## src/rtl/booth_pkg.sv

```systemverilog
// rtl/booth_pkg.sv - shared types and Booth recoding for the radix-4 sequential MAC
// Contents:
//   booth_act_e   partial-product action selected by one radix-4 Booth digit
//   booth_state_e sequencer state encoding
//   booth_encode  maps a multiplier bit triplet {b[2i+1], b[2i], b[2i-1]} to an action
package booth_pkg;

  typedef enum logic [2:0] {
    ZERO = 3'd0,
    POS1 = 3'd1,
    POS2 = 3'd2,
    NEG1 = 3'd3,
    NEG2 = 3'd4
  } booth_act_e;

  typedef enum logic [1:0] {
    IDLE = 2'd0,
    RUN  = 2'd1,
    DONE = 2'd2
  } booth_state_e;

  function automatic booth_act_e booth_encode(input logic [2:0] trip);
    booth_act_e act;
    case (trip)
      3'b001, 3'b010: act = POS1;
      3'b011:         act = POS2;
      3'b100:         act = NEG2;
      3'b101, 3'b110: act = NEG1;
      default:        act = ZERO;
    endcase
    return act;
  endfunction

endpackage

```

## src/rtl/booth_pp_sel.sv

```systemverilog
// rtl/booth_pp_sel.sv - combinational radix-4 Booth partial-product selector
// Ports:
//   action  in   booth_act_e   digit action (ZERO, +A, +2A, -A, -2A)
//   a       in   WIDTH+2       multiplicand, already sign/zero-extended by the caller
//   pp      out  WIDTH+3       selected multiple, two's complement
module booth_pp_sel
  import booth_pkg::*;
#(
  parameter int WIDTH = 8
) (
  input  booth_act_e         action,
  input  logic [WIDTH+1:0]   a,
  output logic [WIDTH+2:0]   pp
);

  // One extra bit over A so that 2A and -2A are representable without overflow.
  logic [WIDTH+2:0] a_ext;
  logic [WIDTH+2:0] a_dbl;

  assign a_ext = {a[WIDTH+1], a};
  assign a_dbl = {a, 1'b0};

  always_comb begin
    pp = '0;
    case (action)
      POS1:    pp = a_ext;
      POS2:    pp = a_dbl;
      NEG1:    pp = -a_ext;
      NEG2:    pp = -a_dbl;
      default: pp = '0;
    endcase
  end

endmodule

```

## src/rtl/booth_r4_seq_mac.sv

```systemverilog
// rtl/booth_r4_seq_mac.sv - sequential radix-4 Booth multiply-accumulate, result = a*b + c
// Ports:
//   clk, rst_n           clock, asynchronous active-low reset
//   in_valid, in_ready   operand handshake (accepted only in IDLE)
//   tc_mode              1 = a, b two's complement, 0 = unsigned
//   a, b                 multiplicand, multiplier (WIDTH)
//   c                    addend (2*WIDTH)
//   out_valid, out_ready result handshake
//   result               registered a*b + c, low 2*WIDTH bits
//   busy                 sequencer not idle
module booth_r4_seq_mac
  import booth_pkg::*;
#(
  parameter int WIDTH = 8
) (
  input  logic               clk,
  input  logic               rst_n,
  input  logic               in_valid,
  output logic               in_ready,
  input  logic               tc_mode,
  input  logic [WIDTH-1:0]   a,
  input  logic [WIDTH-1:0]   b,
  input  logic [2*WIDTH-1:0] c,
  output logic               out_valid,
  input  logic               out_ready,
  output logic [2*WIDTH-1:0] result,
  output logic               busy
);

  localparam int IW = $clog2(WIDTH/2 + 1);
  localparam int AW = WIDTH + 2;
  localparam int RW = 2 * WIDTH;

  booth_state_e   state_q, state_d;
  logic           tc_q;
  logic [AW-1:0]  a_q;
  // Multiplier with b[-1] appended at bit 0; shifted right two bits per digit
  // so the current triplet always sits in b_q[2:0].
  logic [AW:0]    b_q;
  logic [RW-1:0]  acc_q;
  logic [RW-1:0]  result_q;
  logic [IW-1:0]  idx_q;
  // Set once the last digit has been added; the following RUN cycle copies
  // acc into the result register and moves to DONE.
  logic           fin_q;

  logic [IW-1:0]  last_idx;
  booth_act_e     act;
  logic [AW:0]    pp;
  logic [RW-1:0]  pp_ext;
  logic [RW-1:0]  pp_sh;
  logic           accept;

  assign accept   = in_valid && (state_q == IDLE);
  // Unsigned operands need one extra digit to absorb the zero-extended top bits.
  assign last_idx = tc_q ? IW'(WIDTH/2 - 1) : IW'(WIDTH/2);
  assign act      = booth_encode(b_q[2:0]);

  booth_pp_sel #(.WIDTH(WIDTH)) u_pp_sel (
    .action (act),
    .a      (a_q),
    .pp     (pp)
  );

  assign pp_ext = {{(RW-AW-1){pp[AW]}}, pp};
  assign pp_sh  = pp_ext << {idx_q, 1'b0};

  always_ff @(posedge clk or negedge rst_n) begin
    if (!rst_n) begin
      state_q <= IDLE;
    end else begin
      state_q <= state_d;
    end
  end

  always_comb begin
    state_d = state_q;
    case (state_q)
      IDLE:    if (in_valid)  state_d = RUN;
      RUN:     if (fin_q)     state_d = DONE;
      DONE:    if (out_ready) state_d = IDLE;
      default:                state_d = IDLE;
    endcase
  end

  always_ff @(posedge clk or negedge rst_n) begin
    if (!rst_n) begin
      tc_q     <= 1'b0;
      a_q      <= '0;
      b_q      <= '0;
      acc_q    <= '0;
      result_q <= '0;
      idx_q    <= '0;
      fin_q    <= 1'b0;
    end else if (accept) begin
      tc_q  <= tc_mode;
      a_q   <= {(tc_mode ? {2{a[WIDTH-1]}} : 2'b00), a};
      b_q   <= {(tc_mode ? {2{b[WIDTH-1]}} : 2'b00), b, 1'b0};
      acc_q <= c;
      idx_q <= '0;
      fin_q <= 1'b0;
    end else if (state_q == RUN) begin
      if (fin_q) begin
        result_q <= acc_q;
      end else begin
        acc_q <= acc_q + pp_sh;
        b_q   <= b_q >> 2;
        idx_q <= idx_q + 1'b1;
        fin_q <= (idx_q == last_idx);
      end
    end
  end

  assign in_ready  = (state_q == IDLE);
  assign out_valid = (state_q == DONE);
  assign busy      = (state_q != IDLE);
  assign result    = result_q;

endmodule

```

## config.mk

```make
export PLATFORM = sky130hd
export DESIGN_NAME = booth_r4_seq_mac
export DESIGN_NICKNAME = d
export VERILOG_FILES = /design/src/rtl/booth_pkg.sv /design/src/rtl/booth_pp_sel.sv /design/src/rtl/booth_r4_seq_mac.sv
export SDC_FILE = /design/constraint.sdc
export NUM_CORES = 1
export LEC_CHECK = 0
export CORE_MARGIN = 5
export CORE_UTILIZATION = 50
export DETAILED_ROUTE_END_ITERATION = 7
export HOLD_SLACK_MARGIN = 0.03
export PLACE_DENSITY = 0.77
export SLEW_MARGIN = 20
export SYNTH_ARGS = -nofsm -noshare
export SYNTH_HDL_FRONTEND = slang
export SYNTH_SLANG_ARGS = --single-unit
export TNS_END_PERCENT = 30
```

## constraint.sdc

```tcl
create_clock -name clk -period 4.25 [get_ports clk]
set_input_delay 1.0625 -clock clk [delete_from_list [all_inputs] [get_ports clk]]
set_output_delay 1.0625 -clock clk [all_outputs]
set_load 0.01 [all_outputs]
```

# [After elaboration in Yosys (flattened, before gate mapping)]
# Cells that the tools add are included.
[op_classes] addsub=4 eq_ne=17 shifts=1 mux=21 n_bitwise=1 reduce_logical=9
[op_table] operator="$mux 16" n=3
[op_table] operator="$pmux 11 s4" n=1
[op_table] operator="$mux 11" n=3
[op_table] operator="$neg 11->11" n=2
[op_table] operator="$add 16x16->16" n=1
[op_table] operator="$shl 16x4->16" n=1
[op_table] operator="$eq 3x2->1 const B" n=4
[op_table] operator="$eq 3x3->1 const B" n=4
[op_table] operator="$mux 3" n=4
[op_table] operator="$pmux 3 s4" n=1
[op_table] operator="$mux 2" n=5
[op_table] operator="$eq 3x1->1 const B" n=2
[op_table] operator="$pmux 2 s3" n=1
[op_table] operator="$reduce_and 3->1" n=2
[op_table] operator="$ne 2x1->1 const B" n=2
[op_table] operator="$ne 2x2->1 const B" n=2
[op_table] operator="$reduce_bool 2->1" n=2
[op_table] operator="$reduce_or 2->1" n=2
[op_table] operator="$add 3x1->3 const B" n=1
[op_table] operator="$eq 3x3->1" n=1
[op_table] operator="$mux 1" n=3
[op_table] operator="$eq 2x1->1 const B" n=1
[op_table] operator="$eq 2x2->1 const B" n=1
[op_table] operator="$logic_not 2->1" n=1
[op_table] operator="3 further kinds" n=3
[totals] regBits=60 in_bits=37 out_inout_bits=19 wordCells=61

# [Logic depth before layout (Yosys ltp)]
# Gate-level depths: netlist of run 1.
[depth] ltp_word=10 depth_mapped=19 ltp_nobuf=19

# [Hierarchy]
# A second synthesis of run 1 with hierarchy kept.
[unflattened] hier_cells=454 area_unflattened_um2=4102.7
[by_module_without_submodules] module="booth_r4_seq_mac" n_inst=1 cells_each=362 area_per_inst_um2=3517.1 seq_area_each_um2=1451.4
[by_module_without_submodules] module="booth_pp_sel" n_inst=1 cells_each=92 area_per_inst_um2=585.6 seq_area_each_um2=0.0

# [Worst setup path before layout of run 1]
# OpenSTA, ideal clock, no wires.
[synth_path] path_kind="reg-to-reg" startpoint="register a_q[0]" endpoint="register acc_q[15]" setup_time_ps=131 arrival_time_ps=4026 t_required_ps=4119 slack_ps=93 path_stages_with_launch=20 path_buffers=0 period_less_slack_ps=4157 path_cell_list="dfrtp_1 inv_1 ha_1 nor3b_2 xnor2_1 a21oi_1 o31ai_1 nor2_1 a21oi_1 a21oi_1 nor2_1 ha_1 o21a_1 o21ai_0 nor3_1 o41ai_1 o21ai_0 and4_4 o21ai_1 or3b_1"
[synth_via] elab_chain_len=7 elab_cells_between_ends=8 classes_between="3 x add/sub; 1 x shift; 4 x mux"
[synth_lines] item="start, declared" line="booth_r4_seq_mac.sv:36" rtl="logic [AW-1:0] a_q;"
[synth_lines] item="start signal, assigned" line="booth_r4_seq_mac.sv:97" rtl="a_q <= {(tc_mode ? {2{a[WIDTH-1]}} : 2'b00), a};"
[synth_lines] item="$neg 11->11 (on tied branches)" line="booth_pp_sel.sv:28, booth_pp_sel.sv:29"
[synth_lines] item="$pmux 11 s4 (*)" line="booth_pp_sel.sv:25" rtl="case (action)"
[synth_lines] item="$shl 16x4->16 (*)" line="booth_r4_seq_mac.sv:66" rtl="assign pp_sh = pp_ext << {idx_q, 1'b0};"
[synth_lines] item="$add 16x16->16 (*)" line="booth_r4_seq_mac.sv:106" rtl="acc_q <= acc_q + pp_sh;"
[synth_lines] item="$mux 16 (*)" line="booth_r4_seq_mac.sv:103" rtl="if (fin_q) begin"
[synth_lines] item="$mux 16 (*)" line="booth_r4_seq_mac.sv:102" rtl="end else if (state_q == RUN) begin"
[synth_lines] item="$mux 16 (*)" line="booth_r4_seq_mac.sv:95" rtl="end else if (accept) begin"
[synth_lines] item="end signal, assigned" line="booth_r4_seq_mac.sv:106"
[synth_lines] item="end, declared" line="booth_r4_seq_mac.sv:40" rtl="logic [RW-1:0] acc_q;"
# Every way passes the cells marked *; elsewhere a longest branch is shown, timed or not. The select of a mux whose other input is x is not followed.
# A chain may end at the register's enable or synchronous reset.

# [Worst setup path in the final report of run 1]
[layout_path] startpoint="register a_q[4]" endpoint="register acc_q[15]"
# The elaborated chain is that of the path after synthesis.

==> impl.org, run 1 <==
** Run status
- Run status :: finished clean

** Final layout
- Area used by multi-input combinational logic :: 0.00248 mm2
- Area used by sequential logic in the layout :: 0.00145 mm2
- Fill cell total of the finished layout :: 631
- The repair_antennas step left the layout with diodes totalling 0.
- Area growth from synthesis to final layout :: 29.5%
- In the final layout, the share of cells above drive strength 1 is 0.213.
- Number of nets in the layout :: 592

** Logic synthesis
- The biggest area contributor in the post-synthesis netlist is sky130_fd_sc_hd__dfrtp_1.
- Post-synthesis instance area :: 0.00405 mm2
- Synth Area in XOR/XNOR :: 0.0411
- Counting flops with an async set or reset pin after synthesis yields a share of 1.00.
- In this run, synthesis produced a sequential element count of between 50 and 60.
- Main combinational cell family by area after synthesis :: compound AO/OA/AOI/OAI gates
- Leading cell types by total area after synthesis :: sky130_fd_sc_hd__dfrtp_1 (36%), sky130_fd_sc_hd__mux2_2 (7.5%), sky130_fd_sc_hd__ha_1 (5.3%)
- Of the total synthesized cell area, the portion taken by full adders, half adders and majority gates is 0.0574.
- EDFF count, synth :: 0
- A synthesized cell averages 9.04 um2.
- Most used DFF post-synth :: sky130_fd_sc_hd__dfrtp_1
- Post-synth net total :: slightly above 500
- Area share of and/or/nand/nor cells after synthesis :: 0.157
- The post-synthesis compound-gate area fraction came to 0.229.
- Post-Syn Instances :: 448
- Unique cell type count in the Yosys netlist :: 61
- Share of cell area taken by muxes after synthesis :: 0.112
- The share of the Yosys chip area taken by registers is 0.358.
- During synthesis, Yosys emitted a total of 0 warnings.
- Area share of the largest cell type after synthesis :: 0.358

** Clock tree
- Counting the buffers created by CTS gives 9.
- For this design, the sink count on the clock tree is 58.
- Hold_buf cts :: 0
- Root Buffer :: sky130_fd_sc_hd__clkbuf_8
- Max Root-Sink Buffers :: 2
- TritonCTS clock tree :: yes
- The later pin in the worst-skew pair is clocked with a latency of 0.34 ns.
- The H-tree was split into 3 levels.
- Clock transition at the registers of the reported paths :: 0.07 ns

** STA
- Ratio of final minimum period to clock period :: 0.945
- Final worst clock skew :: 0.0118 ns
- Max-slew headroom :: 0.426
- Once routing completed, OpenROAD measured the worst setup slack at 0.234 ns.
- Derived from the worst setup path, the maximum achievable clock frequency is 249 MHz.
- At the pin with the least slew margin, the transition time is 0.858 ns.
- Hold violation count in the final report :: 0
- Counting I/O delays and the setup requirement, the final critical path takes 4.02 ns.
- Final setup violation count :: 0
- Fin. max-slew vios :: 0

** Critical path
- Crit path kind :: flop to flop
- Buffers and inverters on the worst path :: 0
- CP delay by family, top :: simple AND/OR/NAND/NOR gates
- At the worst endpoint, the required time is 4.47 ns.
- Biggest cell delay along the critical path :: 0.52 ns
- Data on the critical path arrives at its endpoint at 4.24 ns.
- The worst register-to-register path begins at a_q[4].
- The worst setup path is launched from a flop.
- Most frequent cell on the critical path :: sky130_fd_sc_hd__o21ai_1
- The slowest stage of the critical path is the sky130_fd_sc_hd__or4_1 cell.
- Critical path cell sequence :: or3_4, or4_1, a31oi_2, or4_1, o211ai_1, a21oi_1, ha_1, a21o_1, a21oi_2, o21ai_1, o41ai_2, o21ai_1, and4_4, o21ai_1, or3b_1
- The critical path starts at a_q[4].
- Along the worst path, the maximum fanout reaches 5.
- The worst setup path is captured at a flop.

** Detailed routing
- Residual DRC :: 0
- Drt first-iter violations :: 277
- The final layout contains routed wiring with a total length of 11.0 mm.
- Before antenna repair, the detailed router went through 5 iterations.
- The routed layout has between 3000 and 4000 vias.
- Residual antenna-violating net count after detailed routing :: 0
- Routed vias/inst :: 5.90
- After detailed routing, the average wire length per cell comes to around 17 um.

** Placement
- Routability-driven placement finished with a final weighted congestion of between 0.9 and 1.
- After legalization and detailed placement, the total HPWL measured 8.14 mm.
- Pre-CTS setup slack :: -0.0338 ns
- Total of buffers placed on input and output ports :: 55

** Floorplan
- Die area :: roughly 0.010 mm2
- Die height :: 100 um
- The floorplan step set the die width to 100 um.
- Pin placement for this block handled 56 I/O pins.
- The core region is 0.00781 mm2.
- For this configuration, the core starts out at a cell density of 0.519.
- The initialized floorplan defines 32 standard-cell rows.

** Job
- Max-cap violations :: 0

** Global route
- For this run, the total global-route usage over all layers was measured as 0.231.
- Entering global routing, the biggest net connects 46 pins.
- Antenna violations before repair :: 0
- The via count of the first global-routing pass was 3747.
- Global route overflow :: 0
- The first global-routing pass estimated roughly 19 mm of wire.

** Hold path
- Startpoint of the most critical hold path :: result[14]
- The path class of the tightest hold or removal check is flop to flop.
through the flow:
| stage | utilization | instances | instance area (um2) | TNS [ns] | hold slack [ns] |
|---|---|---|---|---|---|
| after floorplan | - | 448 | 4050 | 0 | 0.458 |
| after global placement | 0.641 | 628 | 5010 | 0 | 0.468 |
| after detailed placement | 0.641 | 628 | 5010 | -0.0338 | 0.493 |
| after CTS | 0.665 | 643 | 5190 | 0 | 0.508 |
| after global routing | 0.672 | 643 | 5250 | -0.00862 | 0.516 |
| final | 0.672 | 643 | 5250 | 0 | 0.505 |
cell usage after synthesis, drive strengths merged, types with 5 or more instances:
master and instances:
buf 8, ha 17, clkbuf 23, dfrtp 58, nor3 15, a211oi 5
mux2i 15, xor2 9, nand3b 5, inv 13, nor4 5, o21ai 40
a31oi 5, mux2 27, nor2 36, xnor2 10, a21oi 25, nand2b 8
nand2 34, a22oi 15
cells in the final DEF (no fill, tap or decap), types with 6 or more instances in the layout:
master / n
sky130_fd_sc_hd__xor2_1: 9
sky130_fd_sc_hd__nor3_1: 13
sky130_fd_sc_hd__xnor2_1: 10
sky130_fd_sc_hd__o21ai_1: 6
sky130_fd_sc_hd__clkdlybuf4s50_1: 54
sky130_fd_sc_hd__ha_1: 16
sky130_fd_sc_hd__dfrtp_1: 56
sky130_fd_sc_hd__o21ai_0: 34
sky130_fd_sc_hd__nand2b_1: 8
sky130_fd_sc_hd__buf_4: 54
sky130_fd_sc_hd__mux2i_1: 15
sky130_fd_sc_hd__inv_1: 12
sky130_fd_sc_hd__clkbuf_8: 10
sky130_fd_sc_hd__a22oi_1: 15
sky130_fd_sc_hd__mux2_2: 27
sky130_fd_sc_hd__nor2_1: 35
sky130_fd_sc_hd__a21oi_1: 24
sky130_fd_sc_hd__nand2_1: 34
cell type report:
cell class / count / area share
well taps: 102 / 0.0243
multi-input cells: 346 / 0.473
flip-flops and latches: 58 / 0.277
repair buffers: 109 / 0.181
inverters: 13 / 0.00930
clock inverters: 3 / 0.00763
clock buffers: 12 / 0.0277
state kept, by name, indices dropped and copies added (netlist names):
signal and cells:
b_q 10, tc_q 1, result 16, fin_q 1, idx_q 3, acc_q 16, state_q 2, a_q 9
layer usage:
| layer | wire, um | GRT usage |
|---|---|---|
| met3 | 580 | 0.0521 |
| met2 | 4990 | 0.353 |
| met5 | 0 | 0 |
| met1 | 5220 | 0.330 |
| met4 | 165 | 0.0601 |
kinds of logic after synthesis:
group	after synthesis
XOR/XNOR	19
AND/OR/NAND/NOR	126
buffers and inverters	44
multiplexers	42
AO/OA/AOI/OAI	141
flip-flops	58
adder cells (fa/ha/maj)	18
worst paths after layout:
path	endpoint	slack (ns)	cells after the start
hold reg to reg	result[14]	0.51	1
min in group asynchronous	b_q[5]	0.69	1
hold / removal	result[14]	0.51	1
max in group asynchronous	result[15]	2.70	2
setup / recovery	acc_q[15]	0.23	15
setup reg to reg	acc_q[15]	0.23	15
timing repair:
action	CTS	global route
endpoints found under the setup margin	1	2
setup buffers	0	0
gates resized for setup	1	15
pin swaps	0	4
Power of run 1 is not shown: default switching activity piles up to over one toggle a cycle in this logic, so the estimate is an artifact.
==> run 2, diff against run 1 <==
--- a/config.mk
+++ b/config.mk
@@ -5,6 +5,7 @@
 export SDC_FILE = /design/constraint.sdc
 export NUM_CORES = 1
 export LEC_CHECK = 0
+export CORE_ASPECT_RATIO = 2
 export CORE_MARGIN = 5
 export CORE_UTILIZATION = 50
 export DETAILED_ROUTE_END_ITERATION = 7
==> impl.org, run 2 (synthesis results as in run 1) <==
** Placement
- The count of buffers added on input and output ports is 55.
- Sum of net half-perimeters after detailed placement :: 8.84 mm
- Pre-CTS setup slack :: 0.0135 ns
- The congestion estimate from routability-driven global placement came to roughly 0.92.

** Final layout
- Most common library cell in the layout ignoring fill and taps :: sky130_fd_sc_hd__buf_4
- The top cell types in the final layout, fill and taps aside, are sky130_fd_sc_hd__buf_4 (59), sky130_fd_sc_hd__dfrtp_1 (55), sky130_fd_sc_hd__clkdlybuf4s50_1 (54).
- The number of antenna diodes in the final layout is 0.
- Of the cells placed in the final design, the portion with a size suffix greater than 1 is 0.249.
- The final layout contains 597 nets.
- Area growth from synthesis to final layout :: 34.4%
- The filler cells instantiated in the layout total 630.

** STA
- Final critical-path setup slack :: 0.191 ns
- After routing, the total negative slack on setup checks comes to 0 ns.
- Worst Max-Slew Pin Slew :: 0.907 ns
- Measured against its own limit, the worst slew margin works out to 0.394.
- Final worst clock skew :: 0.00754 ns
- Hold violation count in the final report :: 0
- Setup repair after global routing left no endpoint under its margin.
- Fin. max-slew vios :: 0
- Ratio of final minimum period to clock period :: 0.955
- Setup violations remaining at the end of the flow were counted as 0.
- Achievable Freq :: 246 MHz
- Counting I/O delays and the setup requirement, the final critical path takes 4.06 ns.

** Floorplan
- Number of I/O pins :: 56
- The floorplan step defined a die boundary enclosing 0.0101 mm2.
- The floorplan step defined a core boundary enclosing about 0.0079 mm2.
- Row cnt :: 46
- The die is between 70 and 80 um wide.
- Die height :: 137 um
- Effective utilization at floorplan :: 0.510

** Critical path
- Data required time at the worst endpoint :: 4.46 ns
- Crit path kind :: flop to flop
- Arrival time worst endpoint :: 4.27 ns
- The worst setup path is launched from a flop.
- Kind of capture point of the worst setup path :: flop
- Highest net fanout along the worst path :: 6

** Clock tree
- The clock passes through at most 2 buffers.
- TritonCTS buffer count :: 9
- Clock transition at the registers of the reported paths :: roughly 0.060 ns
- After clock tree synthesis, the flow added hold-fix buffers numbering 0.
- Clock latency of the later-clocked register in the worst-skew pair :: 0.34 ns
- CTS built an H-tree with a depth of 3.
- The cell sitting at the root of the clock tree is a sky130_fd_sc_hd__clkbuf_16.
- TritonCTS built the clock tree.
- Num Clock Sinks :: 58

** Run status
- The flow ran to the end, and the final reports show no timing, DRC or antenna violations.

** Global route
- Total global routing track utilization :: 0.248
- Entering global routing, the biggest net connects 46 pins.
- Antenna violations before repair :: 0
- Global route overflow :: 0
- The via count of the first global-routing pass was roughly 4100.
- Global-route wire length before repair :: 19.2 mm

** Hold path
- Path class of the lowest-slack min-delay path :: flop to flop

** Detailed routing
- The highest layer touched by signal routing is met4.
- After detailed routing, the average wire length per cell comes to between 15 and 20 um.
- In the routed design, unresolved DRC markers number 0.
- Vias :: 3838
- Once detail routing completed, the nets flagged for antenna violations numbered 0.
- The first detailed-routing pass ran for 4 iterations.
- Drt first-iter violations :: 219
- Final routed wirelength across all metal layers :: ~12 mm
- The detailed router put a total of 4.21 mm of wire on met1.
- After detailed routing, the number of vias per cell comes to 5.97.
- The routed design uses 6.64 mm of met2 wire.
- Met3 layer wire length in the routed design :: ~310 um

** Job
- Max-cap violations :: 0
## run 2: changes by cell type in the layout (fill, tap and decap cells not counted), moves of 3 or more
cell,before,now
sky130_fd_sc_hd__clkbuf_16,0,9
sky130_fd_sc_hd__clkbuf_8,10,1
sky130_fd_sc_hd__o21ai_2,0,3
sky130_fd_sc_hd__o21ai_1,6,3
sky130_fd_sc_hd__buf_4,54,59
## run 2: worst max-delay path: stages, from the launching register on
cell	delay, ns
sky130_fd_sc_hd__dfrtp_2	0.44
sky130_fd_sc_hd__or3_4	0.41
sky130_fd_sc_hd__o21ai_2	0.16
sky130_fd_sc_hd__xnor2_1	0.10
sky130_fd_sc_hd__a221o_1	0.36
sky130_fd_sc_hd__a21boi_1	0.16
sky130_fd_sc_hd__mux2_4	0.30
sky130_fd_sc_hd__a2bb2oi_1	0.12
sky130_fd_sc_hd__o21ai_1	0.10
sky130_fd_sc_hd__ha_1	0.33
sky130_fd_sc_hd__buf_4	0.15
sky130_fd_sc_hd__nand4_1	0.09
sky130_fd_sc_hd__nor3_2	0.06
sky130_fd_sc_hd__o41ai_2	0.35
sky130_fd_sc_hd__o21ai_2	0.11
sky130_fd_sc_hd__and4_4	0.20
sky130_fd_sc_hd__o21ai_1	0.11
sky130_fd_sc_hd__or3b_1	0.36
## run 2: per-stage QoR
| stage | util | instances | area (um2) | hold WS (ns) |
|---|---|---|---|---|
| after detailed placement | 0.632 | 625 | 5020 | 0.474 |
| after global routing | 0.685 | 643 | 5440 | 0.521 |
| final | 0.685 | 643 | 5440 | 0.483 |
| after floorplan | - | 448 | 4050 | 0.458 |
| after global placement | 0.632 | 625 | 5020 | 0.472 |
| after CTS | 0.670 | 641 | 5320 | 0.487 |
## run 2: final cells by class
| cell class | count | area, um2 | share of cell area |
|---|---|---|---|
| clock buffers | 10 | 239 | 0.0439 |
| clock inverters | 6 | 50.0 | 0.00919 |
| inverters | 13 | 48.8 | 0.00896 |
| multi-input cells | 346 | 2540 | 0.467 |
| flip-flops and latches | 58 | 1460 | 0.267 |
| well taps | 96 | 120 | 0.0221 |
| repair buffers | 114 | 988 | 0.182 |
## run 2: path summary, 6_finish.rpt
path	from	depth (start not counted)	slack, ns	end
setup / recovery	a_q[3]	17	0.19	acc_q[15]
hold / removal	b_q[9]	1	0.48	b_q[9]
setup reg to reg	a_q[3]	17	0.19	acc_q[15]
hold reg to reg	b_q[9]	1	0.48	b_q[9]
max in group asynchronous	rst_n	2	2.62	fin_q
min in group asynchronous	rst_n	1	0.79	result[2]
## run 2: repair_timing
item | 4_1_cts | 5_1_grt
resized for setup | 2 | 29
pin swaps | 0 | 5
endpoints found under the setup margin | 1 | 2
buffers inserted | 0 | 2
## run 2: metal layers
metal,global-route usage,vias to the layer above
met2,0.450,87
met5,0,-
met4,0.153,0
li1,-,1853
met1,0.247,1853
met3,0.0519,45
Power of run 2 is left out for the same reason.
